`src/rtl/spi_req_arbiter_pkg.sv`:
```
// -----------------------------------------------------------------------------
// spi_arb_pkg
// Shared definitions for the SPI request arbiter: controller state encoding,
// the SPI address enable bit, the default response timeout and a helper that
// builds the 5-bit SPI address from a 2-bit slave index.
// -----------------------------------------------------------------------------
package spi_arb_pkg;

    typedef enum logic [1:0] {
        IDLE   = 2'd0,
        LAUNCH = 2'd1,
        WAIT   = 2'd2,
        RESP   = 2'd3
    } arb_state_e;

    localparam logic ADDR_EN         = 1'b1;
    localparam int   DEFAULT_TIMEOUT = 100;

    // SPI address layout: {enable, 2'b00, slave[1:0]}
    function automatic logic [4:0] make_spi_addr(input logic [1:0] slave);
        return {ADDR_EN, 2'b00, slave};
    endfunction

endpackage

```
`src/rtl/spi_req_arbiter_if.sv`:
```
// -----------------------------------------------------------------------------
// spi_req_arbiter_if
// Bundles the requester-side handshake and the SPI-master-side handshake of
// the arbiter.
//   slave  modport : the arbiter itself (consumes requests, drives grants,
//                    responses and the SPI launch signals)
//   master modport : the environment (requesters plus the SPI master)
// Signals:
//   req/req_slave/req_wdata   per-requester level request, slave index, word
//   gnt/rsp_valid/rsp_err     one-hot grant, one-hot completion, timeout flag
//   rsp_rdata                 word returned from the slave
//   spi_start/spi_addr/spi_din    launch to the SPI top
//   spi_dout/spi_done/spi_ready/spi_busy  status back from the SPI top
// -----------------------------------------------------------------------------
interface spi_req_arbiter_if #(
    parameter int REG_WIDTH = 32,
    parameter int N_REQ     = 4
);

    logic [N_REQ-1:0]           req;
    logic [2*N_REQ-1:0]         req_slave;
    logic [N_REQ*REG_WIDTH-1:0] req_wdata;
    logic [N_REQ-1:0]           gnt;
    logic [N_REQ-1:0]           rsp_valid;
    logic                       rsp_err;
    logic [REG_WIDTH-1:0]       rsp_rdata;
    logic                       spi_start;
    logic [4:0]                 spi_addr;
    logic [REG_WIDTH-1:0]       spi_din;
    logic [REG_WIDTH-1:0]       spi_dout;
    logic                       spi_done;
    logic                       spi_ready;
    logic                       spi_busy;

    modport slave (
        input  req, req_slave, req_wdata,
        output gnt, rsp_valid, rsp_err, rsp_rdata,
        output spi_start, spi_addr, spi_din,
        input  spi_dout, spi_done, spi_ready, spi_busy
    );

    modport master (
        output req, req_slave, req_wdata,
        input  gnt, rsp_valid, rsp_err, rsp_rdata,
        input  spi_start, spi_addr, spi_din,
        output spi_dout, spi_done, spi_ready, spi_busy
    );

endinterface

```
`src/rtl/spi_req_arbiter_rr_picker.sv`:
```
// -----------------------------------------------------------------------------
// rr_picker
// Purely combinational round-robin selector. Starting at i_ptr and wrapping,
// the first asserted request wins.
//   i_req   : request vector
//   i_ptr   : highest-priority index for this pick
//   o_gnt   : one-hot winner
//   o_idx   : binary index of the winner
//   o_valid : at least one request was present
// -----------------------------------------------------------------------------
module rr_picker
    import spi_arb_pkg::*;
#(
    parameter int N_REQ = 4,
    parameter int PTR_W = 2
) (
    input  logic [N_REQ-1:0] i_req,
    input  logic [PTR_W-1:0] i_ptr,
    output logic [N_REQ-1:0] o_gnt,
    output logic [PTR_W-1:0] o_idx,
    output logic             o_valid
);

    always_comb begin
        // NOTE: every output is given a default before the search loop so no
        // path leaves a value unassigned, which would otherwise infer a latch.
        o_gnt   = '0;
        o_idx   = '0;
        o_valid = 1'b0;
        for (int i = 0; i < N_REQ; i++) begin
            logic [PTR_W-1:0] w_pos;
            w_pos = PTR_W'((int'(i_ptr) + i) % N_REQ);
            if (!o_valid && i_req[w_pos]) begin
                o_gnt[w_pos] = 1'b1;
                o_idx        = w_pos;
                o_valid      = 1'b1;
            end
        end
    end

endmodule

```
`src/rtl/spi_req_arbiter.sv`:
```
// -----------------------------------------------------------------------------
// spi_req_arbiter
// Shares one SPI master among N_REQ requesters. A round-robin winner is
// granted, its slave address and word are latched and launched, and the
// SPI completion (or a timeout) is returned to that requester as a one-cycle
// response.
//   clk  : clock, all logic on posedge
//   rst  : asynchronous, active-high reset
//   bus  : spi_req_arbiter_if.slave (requester and SPI master handshakes)
// Timing: gnt -> spi_start is 1 cycle, spi_done -> rsp_valid is 1 cycle,
// a missing spi_done gives rsp_valid/rsp_err TIMEOUT+1 cycles after spi_start.
// -----------------------------------------------------------------------------
module spi_req_arbiter
    import spi_arb_pkg::*;
#(
    parameter int REG_WIDTH = 32,
    parameter int N_REQ     = 4,
    parameter int TIMEOUT   = DEFAULT_TIMEOUT
) (
    input logic              clk,
    input logic              rst,
    spi_req_arbiter_if.slave bus
);

    localparam int PTR_W = (N_REQ > 1) ? $clog2(N_REQ) : 1;
    localparam int CNT_W = $clog2(TIMEOUT + 1);

    arb_state_e           r_state;
    logic [PTR_W-1:0]     r_ptr;
    logic [PTR_W-1:0]     r_win;
    logic [N_REQ-1:0]     r_win_oh;
    logic [CNT_W-1:0]     r_cnt;
    logic [N_REQ-1:0]     r_gnt;
    logic [N_REQ-1:0]     r_rsp_valid;
    logic                 r_rsp_err;
    logic [REG_WIDTH-1:0] r_rsp_rdata;
    logic                 r_spi_start;
    logic [4:0]           r_spi_addr;
    logic [REG_WIDTH-1:0] r_spi_din;

    logic [N_REQ-1:0]     w_pick_gnt;
    logic [PTR_W-1:0]     w_pick_idx;
    logic                 w_pick_valid;
    logic                 w_launch_ok;
    logic [1:0]           w_slave;
    logic [REG_WIDTH-1:0] w_wdata;

    rr_picker #(
        .N_REQ (N_REQ),
        .PTR_W (PTR_W)
    ) u_rr_picker (
        .i_req   (bus.req),
        .i_ptr   (r_ptr),
        .o_gnt   (w_pick_gnt),
        .o_idx   (w_pick_idx),
        .o_valid (w_pick_valid)
    );

    assign w_launch_ok = w_pick_valid && bus.spi_ready && !bus.spi_busy;
    assign w_slave     = bus.req_slave[2*int'(w_pick_idx) +: 2];
    assign w_wdata     = bus.req_wdata[int'(w_pick_idx)*REG_WIDTH +: REG_WIDTH];

    // NOTE: all state here uses non-blocking assignments so every register
    // samples the pre-edge values, independent of statement order.
    always_ff @(posedge clk or posedge rst) begin
        if (rst) begin
            r_state     <= IDLE;
            r_ptr       <= '0;
            r_win       <= '0;
            r_win_oh    <= '0;
            r_cnt       <= '0;
            r_gnt       <= '0;
            r_rsp_valid <= '0;
            r_rsp_err   <= 1'b0;
            r_rsp_rdata <= '0;
            r_spi_start <= 1'b0;
            r_spi_addr  <= '0;
            r_spi_din   <= '0;
        end else begin
            // Pulse outputs default low; the state arms them for one cycle.
            r_gnt       <= '0;
            r_spi_start <= 1'b0;
            r_rsp_valid <= '0;
            r_rsp_err   <= 1'b0;
            case (r_state)
                IDLE: begin
                    if (w_launch_ok) begin
                        r_gnt      <= w_pick_gnt;
                        r_win      <= w_pick_idx;
                        r_win_oh   <= w_pick_gnt;
                        r_spi_addr <= make_spi_addr(w_slave);
                        r_spi_din  <= w_wdata;
                        r_state    <= LAUNCH;
                    end
                end
                LAUNCH: begin
                    r_spi_start <= 1'b1;
                    r_cnt       <= '0;
                    r_state     <= WAIT;
                end
                WAIT: begin
                    // Done wins over timeout when both land in the same cycle.
                    if (bus.spi_done) begin
                        r_rsp_valid <= r_win_oh;
                        r_rsp_rdata <= bus.spi_dout;
                        r_state     <= RESP;
                    end else if (!r_spi_start) begin
                        // The count window opens the cycle after the start
                        // pulse, giving the master TIMEOUT full cycles.
                        if (r_cnt == CNT_W'(TIMEOUT - 1)) begin
                            r_rsp_valid <= r_win_oh;
                            r_rsp_err   <= 1'b1;
                            r_rsp_rdata <= '0;
                            r_state     <= RESP;
                        end else begin
                            r_cnt <= r_cnt + 1'b1;
                        end
                    end
                end
                RESP: begin
                    r_ptr   <= (r_win == PTR_W'(N_REQ - 1)) ? '0 : r_win + 1'b1;
                    r_state <= IDLE;
                end
                default: r_state <= IDLE;
            endcase
        end
    end

    assign bus.gnt       = r_gnt;
    assign bus.rsp_valid = r_rsp_valid;
    assign bus.rsp_err   = r_rsp_err;
    assign bus.rsp_rdata = r_rsp_rdata;
    assign bus.spi_start = r_spi_start;
    assign bus.spi_addr  = r_spi_addr;
    assign bus.spi_din   = r_spi_din;

endmodule

```
`src/flat_wrapper.sv`:
```
// flat-port wrapper written by rule: the top's interface ports become plain ports
module spi_req_arbiter_flat import spi_arb_pkg::*;
#(
    parameter int REG_WIDTH = 32,
    parameter int N_REQ     = 4,
    parameter int TIMEOUT   = DEFAULT_TIMEOUT
)
  (clk, rst, bus_req, bus_req_slave, bus_req_wdata, bus_gnt, bus_rsp_valid, bus_rsp_err, bus_rsp_rdata, bus_spi_start, bus_spi_addr, bus_spi_din, bus_spi_dout, bus_spi_done, bus_spi_ready, bus_spi_busy);
  spi_req_arbiter_if #(.REG_WIDTH(REG_WIDTH), .N_REQ(N_REQ)) bus_i ();
  input logic clk;
  input logic rst;
  input wire logic [$bits(bus_i.req)-1:0] bus_req;
  input wire logic [$bits(bus_i.req_slave)-1:0] bus_req_slave;
  input wire logic [$bits(bus_i.req_wdata)-1:0] bus_req_wdata;
  output wire logic [$bits(bus_i.gnt)-1:0] bus_gnt;
  output wire logic [$bits(bus_i.rsp_valid)-1:0] bus_rsp_valid;
  output wire logic [$bits(bus_i.rsp_err)-1:0] bus_rsp_err;
  output wire logic [$bits(bus_i.rsp_rdata)-1:0] bus_rsp_rdata;
  output wire logic [$bits(bus_i.spi_start)-1:0] bus_spi_start;
  output wire logic [$bits(bus_i.spi_addr)-1:0] bus_spi_addr;
  output wire logic [$bits(bus_i.spi_din)-1:0] bus_spi_din;
  input wire logic [$bits(bus_i.spi_dout)-1:0] bus_spi_dout;
  input wire logic [$bits(bus_i.spi_done)-1:0] bus_spi_done;
  input wire logic [$bits(bus_i.spi_ready)-1:0] bus_spi_ready;
  input wire logic [$bits(bus_i.spi_busy)-1:0] bus_spi_busy;
  assign bus_i.req = bus_req;
  assign bus_i.req_slave = bus_req_slave;
  assign bus_i.req_wdata = bus_req_wdata;
  assign bus_gnt = bus_i.gnt;
  assign bus_rsp_valid = bus_i.rsp_valid;
  assign bus_rsp_err = bus_i.rsp_err;
  assign bus_rsp_rdata = bus_i.rsp_rdata;
  assign bus_spi_start = bus_i.spi_start;
  assign bus_spi_addr = bus_i.spi_addr;
  assign bus_spi_din = bus_i.spi_din;
  assign bus_i.spi_dout = bus_spi_dout;
  assign bus_i.spi_done = bus_spi_done;
  assign bus_i.spi_ready = bus_spi_ready;
  assign bus_i.spi_busy = bus_spi_busy;
  spi_req_arbiter #(.REG_WIDTH(REG_WIDTH), .N_REQ(N_REQ), .TIMEOUT(TIMEOUT)) u_core (.clk(clk), .rst(rst), .bus(bus_i));
endmodule
```
`config.mk`:
```
export PLATFORM = sky130hd
export DESIGN_NAME = spi_req_arbiter_flat
export DESIGN_NICKNAME = d
export VERILOG_FILES = /design/src/rtl/spi_req_arbiter_pkg.sv /design/src/rtl/spi_req_arbiter_if.sv /design/src/rtl/spi_req_arbiter_rr_picker.sv /design/src/rtl/spi_req_arbiter.sv /design/src/flat_wrapper.sv
export SDC_FILE = /design/constraint.sdc
export NUM_CORES = 1
export LEC_CHECK = 0
export ABC_AREA = 1
export CAP_MARGIN = 15
export CORE_AREA = 2 2 115 117
export CTS_CLUSTER_SIZE = 20
export DETAILED_ROUTE_END_ITERATION = 16
export DIE_AREA = 0 0 117 119
export GPL_ROUTABILITY_DRIVEN = 0
export PLACE_DENSITY_LB_ADDON = 0.3
export SLEW_MARGIN = 20
export SYNTH_ARGS = -nofsm -noshare
export SYNTH_HDL_FRONTEND = slang
export SYNTH_SLANG_ARGS = --single-unit
```
`constraint.sdc`:
```
create_clock -name clk -period 5.1 [get_ports clk]
set_clock_uncertainty 0.1 [all_clocks]
set_input_delay 0.765 -clock clk [delete_from_list [all_inputs] [get_ports clk]]
set_output_delay 0.765 -clock clk [all_outputs]
set_load 0.005 [all_outputs]
```
# Yosys cells after proc, flatten, opt, wreduce, memory -nomap -nowiden
# Cells that the tools add are included.
# W data, S select, Z words.
# op_classes
add_sub_neg,5
n_mul,0
n_div,0
magnitude_cmp,8
n_eq_ne,12
shifts,2
muxes,52
bitwise_logic,3
n_reduce_logical,20
# ops
cell,n
$shiftx A128 B8 Y32,1
$mux W32,3
$mux W4,10
$mux W7,3
$mux W2,9
$mux W1,17
$pmux W7 S2,1
$lt A2 B3 Y1 const B,4
$or A4 B4 Y4,3
$logic_and A1 B1 Y1,9
$bmux W1 S2,4
$demux W1 S2,4
$ge A2 B1 Y1 const B,4
$ne A2 B2 Y1 const B,4
$pmux W2 S4,1
$shiftx A8 B4 Y2,1
$add A7 B1 Y7 const B,1
$eq A7 B7 Y1 const B,1
$eq A2 B2 Y1 const B,3
$reduce_and A3 Y1,2
$add A2 B1 Y2 const B,2
$add A2 B2 Y2 const B,2
$logic_not A1 Y1,4
$reduce_and A4 Y1,1
7 further kinds,8
# totals
ff_bits,94
latch_bits,0
ramBits,0
rom_bits,0
in_bits,177
out_inout_bits,79
word_cells,114
n_memories,0

# Logic depth before layout (Yosys ltp)
# Gate-level depths: netlist of run 1.
# depth
ltp_word,16
mapped_depth,16
depth_no_buf,15

# Hierarchy
# From an unflattened synthesis of run 1, not the netlist that was laid out.
# hier_totals
hier_cells,729
hier_area_um2,5323.9
# modules_own_cells
module,n_inst,cells_per_inst,area_each_um2,seq_area_each_um2
spi_req_arbiter,1,655,4883.4,2352.3
rr_picker,1,74,440.4,0.0

# Worst setup path after synthesis of run 1
# OpenSTA, ideal clock, no wires.
# synth_timing
path_type,reg-to-reg
start,register u_core.r_ptr[0]
end,register u_core.r_spi_addr[1] (netlist: u_core.bus.spi_addr[1])
setup_ns,0.124
t_arrival_ns,2.111
required_ns,4.876
setup_slack_ns,2.765
path_stages_with_launch,15
n_path_buf,1
synth_period_minus_slack_ns,2.335
path_cell_list,dfrtp_1 > inv_2 > ha_1 > inv_1 > nand3_1 > nand2_2 > inv_2 > o21ai_2 > inv_2 > nand2_2 > nand2_4 > buf_6 > or2_0 > nand3_1 > nand3_1
# synth_via
elab_chain_cells,15
word_cells_on_any_way,29
classes_between,add/sub: 3; shift: 1; mux: 16; reduce/logical: 9
# synth_rtl
item,line_no,text
start: declaration,spi_req_arbiter.sv:29,logic [PTR_W-1:0] r_ptr;
start signal: assignment,spi_req_arbiter.sv:121,r_ptr <= (r_win == PTR_W'(N_REQ - 1)) ? '0 : r_win + 1'b1;
"parallel branches: the longest is 15 deep, another holds $add A2 B1 Y2",-,
end signal: assignment,spi_req_arbiter.sv:91,r_spi_addr <= make_spi_addr(w_slave);
end: declaration,spi_req_arbiter.sv:38,logic [4:0] r_spi_addr;
# Several ways; the timed one is not identified. The select of a mux whose other input is x is not followed.
# A chain may end at the register's enable or synchronous reset.

# Final worst setup path of run 1
# layout_timing
start,register u_core.r_ptr[0]
end,register u_core.r_spi_din[27] (netlist: u_core.bus.spi_din[27])
# layout_via
elab_chain_cells,15
word_cells_on_any_way,29
classes_between,add/sub: 3; shift: 1; mux: 16; reduce/logical: 9
# layout_rtl
item,line_no,text
"parallel branches: the longest is 15 deep, another holds $add A2 B1 Y2",-,
end signal: assignment,spi_req_arbiter.sv:92,r_spi_din <= w_wdata;
end: declaration,spi_req_arbiter.sv:39,logic [REG_WIDTH-1:0] r_spi_din;
# Several ways; the timed one is not identified. The select of a mux whose other input is x is not followed.

==> impl_results.md, run 1 <==
- Status: finished clean
- Synth warn: 0
- Reg2reg start: u_core.r_ptr[0]
- Hold_buf cts: 0
- Vias: roughly 5800
- CTS max path bufs: 2
- # diodes: 0
- Dpl cells: about 1200
- Antenna violations before repair: 0
- Die Area: approximately 14000 um^2
- R2R Setup Slk: between 1 and 1.5 ns
- Port bufs: between 200 and 300
- DR WL/cell: around 14 um
- Final count of negative-setup-slack endpoints: 0
- Power Density: ~540 nW/um^2
- Final non-filler cell total: 1210
- Worst-Margin Slew: about 1 ns
- First-pass GRT wire length: 27200 um
- Worst setup EP type: flip-flop
- Remaining DRCs: 0
- Compound-cell area share of the yosys netlist: 3.182%
- DP HPWL: 12310 um
- Final total power: 4.580 mW
- Die height: between 100 and 150 um
- Setup Slack @ Placement: approximately 1.3 ns
- WS Path Type: flip-flop to flip-flop
- Fillers: approximately 1100
- Mapped Cells: roughly 800
- Worst skew pair latency: 0.34 ns
- Setup TNS: 0 ns
- Sink of the worst hold path: u_core.bus.rsp_rdata[21]
- Initial core utilization: around 45%
- HP Class: flip-flop to flip-flop
- Num CTS Buffers: 9
- Max Slew Vio Count: 0
- RSZ-0062 raised after global routing: false
- Htree depth: 3
- Core region area: between 10000 and 15000 um^2
- Post-synthesis simple-gate area fraction: 39.05%
- Average cell area after synthesis: between 7 and 8 um^2
- Gr usage total: 24.74%
- Routed Wire Length: around 17000 um
- Vias/cell: approximately 4.8
- Crit-path max FO: between 100 and 150
- Async set-reset flop share out of synthesis: 100.0%
- VDD IR max: between 0.0003 and 0.0004 V
- Largest family of logic cells by synthesized area: simple AND/OR/NAND/NOR gates
- Setup WS post-layout: ~1.5 ns
- R2R depth: 13
- Rows: 42
- Chip width: around 120 um
- Worst rel slew slack: about 34%
- Worst Hold Path Cells: 2
- Grt ovf: 0
- # IOs: 256
- Post-Synth XOR/XNOR Area: less than 1%
- Vias in the first global route: approximately 5500
- Peak Freq: 0.2765 GHz
- P&R area growth vs syn: 48.66%
- Post-synthesis register bit count: 94
- Arrival time worst endpoint: between 3 and 4 ns
- Crit path required time: 5.22 ns
- Final Cycle Share: between 70% and 80%
- Min Clock Period, post-route: between 3 and 4 ns
- Largest net degree at the start of global routing: 110
- Most used DFF post-synth: dfrtp_1
- TritonCTS clock tree: done
- Setup bufs post-CTS: 0
- CTS clk-pin slew, worst paths: around 0.070 ns
- P_leak: roughly 4.3 nW
- Post-cts resize count: 0
- R2R Path End: u_core.bus.spi_din[27]
- Post-synthesis sequential area ratio: about two fifths
- Layout cell share with drive strength beyond 1: between 4 and 5%
- Max cap viols: 0
- First drt pass iteration count: 5
- Final nets: around 1200
- Hold Fails Final Rpt: 0
- Post-synth EDFFs: 0
- Clk sink count: 94
- CP Launch Type: flip-flop
- Post-synthesis mux area share: 0%
- HP Start: u_core.bus.rsp_rdata[21]
- Synthesized area: ~5700 um^2
- Antenna-violating nets left: 0
- Clk Tree Root Cell: clkbuf_16
- Synth Area in Adders: between 2 and 3%
- Yosys cell types: 36
- DR iter-0 viols: 422
==> per-layer routing <==
layer | part of all wire [%] | track usage (%) | routed length, um | vias up
met4 | 2.2 | 7.059 | 372 | 0
met5 | 0 | 0 | 0 | -
li1 | - | - | - | 2922
met3 | 8.4 | 7.990 | 1423 | 24
met2 | 47 | 40.53 | 7960 | 206
met1 | 43 | 31.15 | 7270 | 2655
==> cells by family (layout without fill, tap and decap cells) <==
family	after synthesis	count (layout)
buffers and inverters	177	409
adder cells (fa/ha/maj)	12	12
flip-flops	94	94
AND/OR/NAND/NOR	483	483
AO/OA/AOI/OAI	33	33
XOR/XNOR	1	1
other	1	2
==> critical path, stage by stage (launching register included) <==
cell,delay (ns)
dfrtp_1,0.51
inv_2,0.18
ha_1,0.39
inv_1,0.12
nand3_1,0.09
nand2_2,0.10
inv_2,0.08
o21ai_2,0.17
inv_2,0.05
nand2_2,0.41
nand2_4,0.62
or2_1,0.45
nand3_1,0.07
nand3_1,0.07
==> layout by cell type (no fill, tap or decap), types with 3 or more instances in the layout <==
cell / count
nand2_4: 3
o21ai_0: 14
nand3_1: 161
inv_2: 3
inv_1: 129
or2_0: 21
clkbuf_16: 9
nand2_2: 6
nor2_1: 14
clkdlybuf4s50_1: 253
nand3_2: 4
buf_4: 5
clkinv_4: 3
or2_1: 19
inv_4: 3
dfrtp_1: 94
nand2_1: 241
ha_1: 12
o211ai_1: 3
nor3_1: 4
a21oi_1: 11
==> flip-flops by register name, indices dropped and copies added, names as in the netlist <==
| signal | cells |
|---|---|
| u_core.bus.spi_start | 1 |
| u_core.bus.rsp_err | 1 |
| u_core.r_cnt | 7 |
| u_core.bus.rsp_rdata | 32 |
| u_core.bus.spi_addr | 3 |
| u_core.r_win_oh | 4 |
| u_core.bus.rsp_valid | 4 |
| u_core.r_state | 2 |
| u_core.bus.spi_din | 32 |
| u_core.bus.gnt | 4 |
| u_core.r_ptr | 2 |
| u_core.r_win | 2 |
==> worst max path at each step <==
stage / from / endpoint / slack, ns / cells past startpoint
2_1_floorplan: rst / u_core.bus.gnt[0] / 1.79 / 1
3_3_place_gp: bus_req[3] / u_core.bus.spi_addr[0] / 1.40 / 13
3_5_place_dp: bus_req[3] / u_core.bus.spi_addr[1] / 1.32 / 13
4_1_cts: u_core.r_ptr[0] / u_core.bus.spi_addr[1] / 1.52 / 13
5_1_grt: u_core.r_ptr[0] / u_core.bus.spi_addr[0] / 1.17 / 13
6_report: u_core.r_ptr[0] / u_core.bus.spi_din[27] / 1.48 / 13
==> layout make-up <==
type,instances,area [um^2],share of cell area (%)
Timing Repair Buffer,258,2570,30.11
Sequential cell,94,2352,27.56
Inverter,135,514.2,6.025
Multi-Input combinational cell,531,2595,30.40
Clock buffer,10,239.0,2.800
Tap cell,176,220.2,2.580
Clock inverter,6,45.04,0.5277
==> where the power goes <==
group	internal [mW]	total (mW)	switching, mW
sequential	1.05	1.24	0.189
combinational	1.17	2.70	1.53
clock	0.347	0.645	0.298
total	2.56	4.58	2.02
==> cells in the mapped netlist, drive strengths merged, types with 3 or more instances <==
cell	count	area, um^2
or2	41	256.5
o21ai	16	83.83
dfrtp	94	2352
nor3	4	20.02
nand2	250	975.9
nand3	165	845.8
buf	30	245.2
clkbuf	12	45.04
nor2	17	85.08
nand4	4	46.29
a21oi	11	55.05
ha	12	150.1
o211ai	3	22.52
inv	135	511.7
==> per-stage QoR <==
step           hold WS [ns]  utilization, %  area, um^2
2_1_floorplan        0.3570               -        5746
3_3_place_gp         0.3526           64.09        8252
3_5_place_dp         0.3571           64.09        8252
4_1_cts              0.3738           66.30        8536
5_1_grt              0.3960           66.30        8536
6_report             0.3689           66.30        8536
Note: power is estimated with default switching activity, not from simulation.
==> run 2: changes to the inputs <==
--- a/config.mk
+++ b/config.mk
@@ -7,10 +7,10 @@
 export LEC_CHECK = 0
 export ABC_AREA = 1
 export CAP_MARGIN = 15
-export CORE_AREA = 2 2 115 117
+export CORE_AREA = 2 2 125 127
 export CTS_CLUSTER_SIZE = 20
 export DETAILED_ROUTE_END_ITERATION = 16
-export DIE_AREA = 0 0 117 119
+export DIE_AREA = 0 0 127 129
 export GPL_ROUTABILITY_DRIVEN = 0
 export PLACE_DENSITY_LB_ADDON = 0.3
 export SLEW_MARGIN = 20
==> constraint.sdc (replaced) <==
create_clock -name clk -period 3.1 [get_ports clk]
set_clock_uncertainty 0.1 [all_clocks]
set_input_delay 0.465 -clock clk [delete_from_list [all_inputs] [get_ports clk]]
set_output_delay 0.465 -clock clk [all_outputs]
set_load 0.005 [all_outputs]
==> run 2 against run 1 <==
  * Sequential share of layout area shrank 0.49 points
  * Die area up 18%
  * Routed wire length increased by 4.3%
  * Largest cell class is now non-clock buffers
  * Register-to-register slack worse by 1.2 ns
  * First-iteration DRC count fell by 18%
==> impl_results.md, run 2 (synthesis gave the netlist of run 1 again) <==
- Vias: 5850
- Arrival time worst endpoint: about 3.0 ns
- Cell family with most CP delay: simple AND/OR/NAND/NOR gates
- Register area: 2352 um^2
- Commonest non-fill, non-tap cells in the layout: clkdlybuf4s50_1 (253), nand2_1 (241), nand3_1 (161)
- Vias/cell: between 4 and 5
- Largest net degree at the start of global routing: 48
- TritonCTS clock tree: done
- Multi-input logic area: between 2000 and 3000 um^2
- Vias in the first global route: roughly 5600
- Clk sink count: 94
- Gr usage total: 21.54%
- Final count of negative-setup-slack endpoints: 0
- DP HPWL: 13130 um
- Dpl cells: ~1200
- Grt ovf: 0
- Fillers: between 1000 and 1500
- Setup Slack @ Placement: 0.3153 ns
- Crit path required time: ~3.2 ns
- P&R area growth vs syn: 51.36%
- CP Launch Type: flip-flop
- Die Area: 16380 um^2
- Core region area: approximately 15000 um^2
- DR iter-0 viols: 348
- Worst setup EP type: flip-flop
- Setup TNS: 0 ns
- Final nets: between 1000 and 1500
- Cell Chain, Critical Path: inv_1 -> ha_1 -> inv_1 -> nand3_1 -> nand2_2 -> inv_2 -> nor2_8 -> nand3_2 -> nand3_2 -> nand2_4 -> inv_4 -> nor2_2 -> buf_4 -> nand3_1 -> nand3_1
- Setup bufs post-CTS: 0
- DR WL/cell: 14.41 um
- First drt pass iteration count: 9
- Post-cts resize count: 0
- First-pass GRT wire length: approximately 28000 um
- CTS max path bufs: 2
- Setup WS post-layout: about 0.28 ns
- Max Slew Vio Count: 0
- CP peak stage delay: 0.49 ns
- WP buf/inv: 5
- Crit-path max FO: 20
- Clk Tree Root Cell: clkbuf_16
- Die height: between 100 and 150 um
- Antenna-violating nets left: 0
- VDD IR max: approximately 0.00061 V
- HP Class: flip-flop to flip-flop
- Hold_buf cts: 0
- Commonest non-fill, non-tap cell in the layout: clkdlybuf4s50_1
- Final Cycle Share: ~91%
- Htree depth: 3
- Final non-filler cell total: around 1200
- CP max-delay cell: dfrtp_1
- Chip width: 127 um
- WS Path Type: flip-flop to flip-flop
- Peak Freq: 0.3547 GHz
- Num CTS Buffers: 9
- CTS clk-pin slew, worst paths: approximately 0.070 ns
- Rows: 45
- Hold WS: approximately 0.37 ns
- Remaining DRCs: 0
- # IOs: approximately 260
- Hold Fails Final Rpt: 0
- Cell repeated most along the worst path: nand3_1
- Layout cell share with drive strength beyond 1: 5.364%
- Status: finished clean
- RSZ-0062 raised after global routing: false
- Routed Wire Length: around 18000 um
- Min Clock Period, post-route: between 2 and 3 ns
- Antenna violations before repair: 0
- Max cap viols: 0
- P_leak: ~4.4 nW
- Port bufs: about 250
- Worst skew pair latency: ~0.35 ns
- Initial core utilization: between 30% and 40%
- Power Density: slightly above 900 nW/um^2
- # diodes: 0
run 2: final timing paths:
check                                    startpoint                       end  slack, ns  cells past startpoint
max                                 u_core.r_ptr[1]    u_core.bus.spi_din[18]       0.28                     15
min                        u_core.bus.rsp_rdata[22]  u_core.bus.rsp_rdata[22]       0.37                      2
max reg2reg                         u_core.r_ptr[1]    u_core.bus.spi_din[18]       0.28                     15
min reg2reg                u_core.bus.rsp_rdata[22]  u_core.bus.rsp_rdata[22]       0.37                      2
max in group asynchronous                       rst    u_core.bus.spi_din[21]       1.84                      3
min in group asynchronous                       rst   u_core.bus.rsp_rdata[6]       0.38                      2
run 2: metal layers:
| metal | vias to the layer above | wire (um) | track usage (%) |
|---|---|---|---|
| li1 | 2942 | - | - |
| met5 | - | 0 | 0 |
| met2 | 208 | 8476 | 36.69 |
| met3 | 15 | 1498 | 6.819 |
| met1 | 2685 | 7599 | 27.34 |
| met4 | 0 | 182 | 4.008 |
run 2: layout make-up:
class | count | share of cell area [%]
Clock buffer | 12 | 2.836
Inverter | 135 | 5.917
Sequential cell | 94 | 27.07
Timing Repair Buffer | 268 | 31.01
Tap cell | 188 | 2.707
Clock inverter | 4 | 0.6047
Multi-Input combinational cell | 531 | 29.86
run 2: per-stage QoR:
step,power [mW],utilization (%),instance area [um^2]
floorplan,5.126,-,5746
global placement,6.709,56.03,8392
detailed placement,6.753,56.03,8392
CTS,7.934,58.03,8691
global route,8.588,58.03,8691
finish,7.871,58.03,8691
run 2: report_power, final:
group	internal (mW)	switching [mW]	total (mW)
sequential	1.72	0.316	2.04
combinational	2.08	2.61	4.69
clock	0.653	0.489	1.14
run 2: tightest hold or removal path: cells and delay by family (launching register included):
kind | cells | cell delay [ns]
DFF | 1 | 0.34
and+or+nand+nor | 2 | 0.10
==> run 3: changes to the inputs <==
--- a/config.mk
+++ b/config.mk
@@ -12,6 +12,7 @@
 export DETAILED_ROUTE_END_ITERATION = 16
 export DIE_AREA = 0 0 127 129
 export GPL_ROUTABILITY_DRIVEN = 0
+export GPL_TIMING_DRIVEN = 1
 export PLACE_DENSITY_LB_ADDON = 0.3
 export SLEW_MARGIN = 20
 export SYNTH_ARGS = -nofsm -noshare
==> results of run 3 <==
Same layout as run 2: the final DEF is identical, and so are final timing and power.
==> RTL change (flow settings as in run 2) <==
`N_REQ` is set to 4 in 4 places; all go to 2.
--- a/src/rtl/spi_req_arbiter_if.sv
+++ b/src/rtl/spi_req_arbiter_if.sv
@@ -14,7 +14,7 @@
 // -----------------------------------------------------------------------------
 interface spi_req_arbiter_if #(
     parameter int REG_WIDTH = 32,
-    parameter int N_REQ     = 4
+    parameter int N_REQ     = 2
 );
 
     logic [N_REQ-1:0]           req;
--- a/src/rtl/spi_req_arbiter_rr_picker.sv
+++ b/src/rtl/spi_req_arbiter_rr_picker.sv
@@ -11,7 +11,7 @@
 module rr_picker
     import spi_arb_pkg::*;
 #(
-    parameter int N_REQ = 4,
+    parameter int N_REQ = 2,
     parameter int PTR_W = 2
 ) (
     input  logic [N_REQ-1:0] i_req,
--- a/src/rtl/spi_req_arbiter.sv
+++ b/src/rtl/spi_req_arbiter.sv
@@ -14,7 +14,7 @@
     import spi_arb_pkg::*;
 #(
     parameter int REG_WIDTH = 32,
-    parameter int N_REQ     = 4,
+    parameter int N_REQ     = 2,
     parameter int TIMEOUT   = DEFAULT_TIMEOUT
 ) (
     input logic              clk,
--- a/src/flat_wrapper.sv
+++ b/src/flat_wrapper.sv
@@ -2,7 +2,7 @@
 module spi_req_arbiter_flat import spi_arb_pkg::*;
 #(
     parameter int REG_WIDTH = 32,
-    parameter int N_REQ     = 4,
+    parameter int N_REQ     = 2,
     parameter int TIMEOUT   = DEFAULT_TIMEOUT
 )
   (clk, rst, bus_req, bus_req_slave, bus_req_wdata, bus_gnt, bus_rsp_valid, bus_rsp_err, bus_rsp_rdata, bus_spi_start, bus_spi_addr, bus_spi_din, bus_spi_dout, bus_spi_done, bus_spi_ready, bus_spi_busy);
Ports: changed (5 resized); port bits go from 256 to 182. The function was not compared with the original's and may differ.
==> RTL change against run 2 <==
Sequential cell count decreased by 8; design area shrank 28%; clock power is 4% lower; total power fell by 37%; routed wire length shrank 38%; worst hold slack lost 0.012 ns; setup slack better by 0.62 ns; area after synthesis decreased by 29%; largest power group unchanged.
==> RTL change: results (changes against run 2) <==
- Proportion of power drawn by combinational gates: 39.7% (was 59.6%)
- Met3 demand-to-capacity share in global routing: 4.74% (was 6.82%)
- Post-detailed-placement half-perimeter wirelength: 7.83 mm (was 13.1 mm)
- Worst hold slack after final layout: 0.357 ns (was 0.369 ns)
- Critical path's slowest cell: sky130_fd_sc_hd__inv_1 (was sky130_fd_sc_hd__dfrtp_1)
- Total via count after detailed routing: 3581 (was 5850)
- Detailed Route WL: 11.0 mm (was 17.8 mm)
- Fillcell total: 1475 (was 1405)
- LEAKAGE: 2.79 nW (was 4.38 nW)
- Final Non-Filler Cells: 812 (was 1232)
- DRT Pass-1 Iters: 4 (was 9)
- Routed wire length on met3: 982 µm (was 1.50 mm)
- Minimum setup slack among reg-to-reg paths: 0.90 ns (was 0.28 ns)
- Inst Count DP: 796 (was 1216)
- Crit path DAT: 2.38 ns (was 2.95 ns)
- DP Worst Slack: 0.838 ns (was 0.315 ns)
- Largest net degree at the start of global routing: 71 (was 48)
- Met1 wire length: 4.77 mm (was 7.60 mm)
- Part of the total power dissipated in the clock network: 22.2% (was 14.5%)
- Avg Synthesized Cell Area: 9.00 µm² (was 7.17 µm²)
- Total Nets Final: 732 (was 1228)
- Main area contributors after synthesis: sky130_fd_sc_hd__dfrtp_1 (53%), sky130_fd_sc_hd__nand2_1 (12%), sky130_fd_sc_hd__o21ai_0 (5.3%) (was sky130_fd_sc_hd__dfrtp_1 (41%), sky130_fd_sc_hd__nand2_1 (16%), sky130_fd_sc_hd__nand3_1 (14%))
- Power Dens Cells: 792 nW/µm² (was 906 nW/µm²)
- Sequential share of the synthesized area: 53.2% (was 41.0%)
- Met2 demand-to-capacity share in global routing: 22.7% (was 36.7%)
- Net load switching power: 1.56 mW (was 3.42 mW)
- Placed standard-cell area: 5950 µm² (was 8390 µm²)
- Total track usage: 13.8% (was 21.5%)
- Biggest cell delay along the critical path: 0.72 ns (was 0.49 ns)
- IO buf count: 179 (was 253)
- Fraction of final layout cells with drive strength greater than 1: 7.69% (was 5.36%)
- Outcome: finished, final reports clean (unchanged)
- Count of routing violations after the opening detailed-route iteration: 104 (was 348)
- Maximum net fanout on the critical path: 32 (was 20)
- Top cells by count, synth: sky130_fd_sc_hd__nand2_1 (132), sky130_fd_sc_hd__dfrtp_1 (86), sky130_fd_sc_hd__o21ai_0 (43) (was sky130_fd_sc_hd__nand2_1 (241), sky130_fd_sc_hd__nand3_1 (161), sky130_fd_sc_hd__inv_1 (130))
- First-pass GRT wire length: 17.8 mm (was 28.1 mm)
- Total number of yosys warnings: 0 (unchanged)
- Final worst-path cycle share: 70.9% (was 90.9%)
- Met2 WL: 5.08 mm (was 8.48 mm)
[RTL change: cell types whose count changed after synthesis, moves of 9 or more]
| cell | delta |
|---|---|
| sky130_fd_sc_hd__nand2_1 | -109 |
| sky130_fd_sc_hd__o21ai_1 | +27 |
| sky130_fd_sc_hd__nor2b_1 | +34 |
| sky130_fd_sc_hd__inv_1 | -113 |
| sky130_fd_sc_hd__nand3_2 | +10 |
| sky130_fd_sc_hd__or2_0 | -21 |
| sky130_fd_sc_hd__nand3_1 | -135 |
| sky130_fd_sc_hd__or2_1 | -19 |
| sky130_fd_sc_hd__o21ai_0 | +29 |
| sky130_fd_sc_hd__a21oi_1 | -9 |
[RTL change: cells by family after synthesis]
family / after synthesis / share of synthesized area [%]
other: 1 / 0.0926
and+or+nand+nor: 232 / 28.1
DFF: 86 / 53.2
xor gates and xnor gates: 3 / 0.649
adders and majority gates: 6 / 1.85
AOI/OAI and AO/OA: 77 / 10.0
buffers and inverters: 45 / 6.12
[RTL change: cell type report]
type	count	area (µm²)	area share (%)
Timing Repair Buffer	183	1830	29.4
Multi-Input combinational cell	320	1650	26.5
Inverter	19	72.6	1.16
Clock inverter	5	58.8	0.941
Clock buffer	11	243	3.88
Sequential cell	86	2150	34.4
Tap cell	188	235	3.76
[RTL change: worst paths after layout]
path                                    from                        to  depth (start not counted)
hold reg to reg                 u_core.r_win              u_core.r_ptr                          1
max in group asynchronous                rst  u_core.bus.rsp_rdata[22]                          3
hold / removal                  u_core.r_win              u_core.r_ptr                          1
setup reg to reg           u_core.r_state[0]  u_core.bus.rsp_rdata[25]                          6
min in group asynchronous                rst  u_core.bus.rsp_rdata[21]                          2
setup / recovery           u_core.r_state[0]  u_core.bus.rsp_rdata[25]                          6
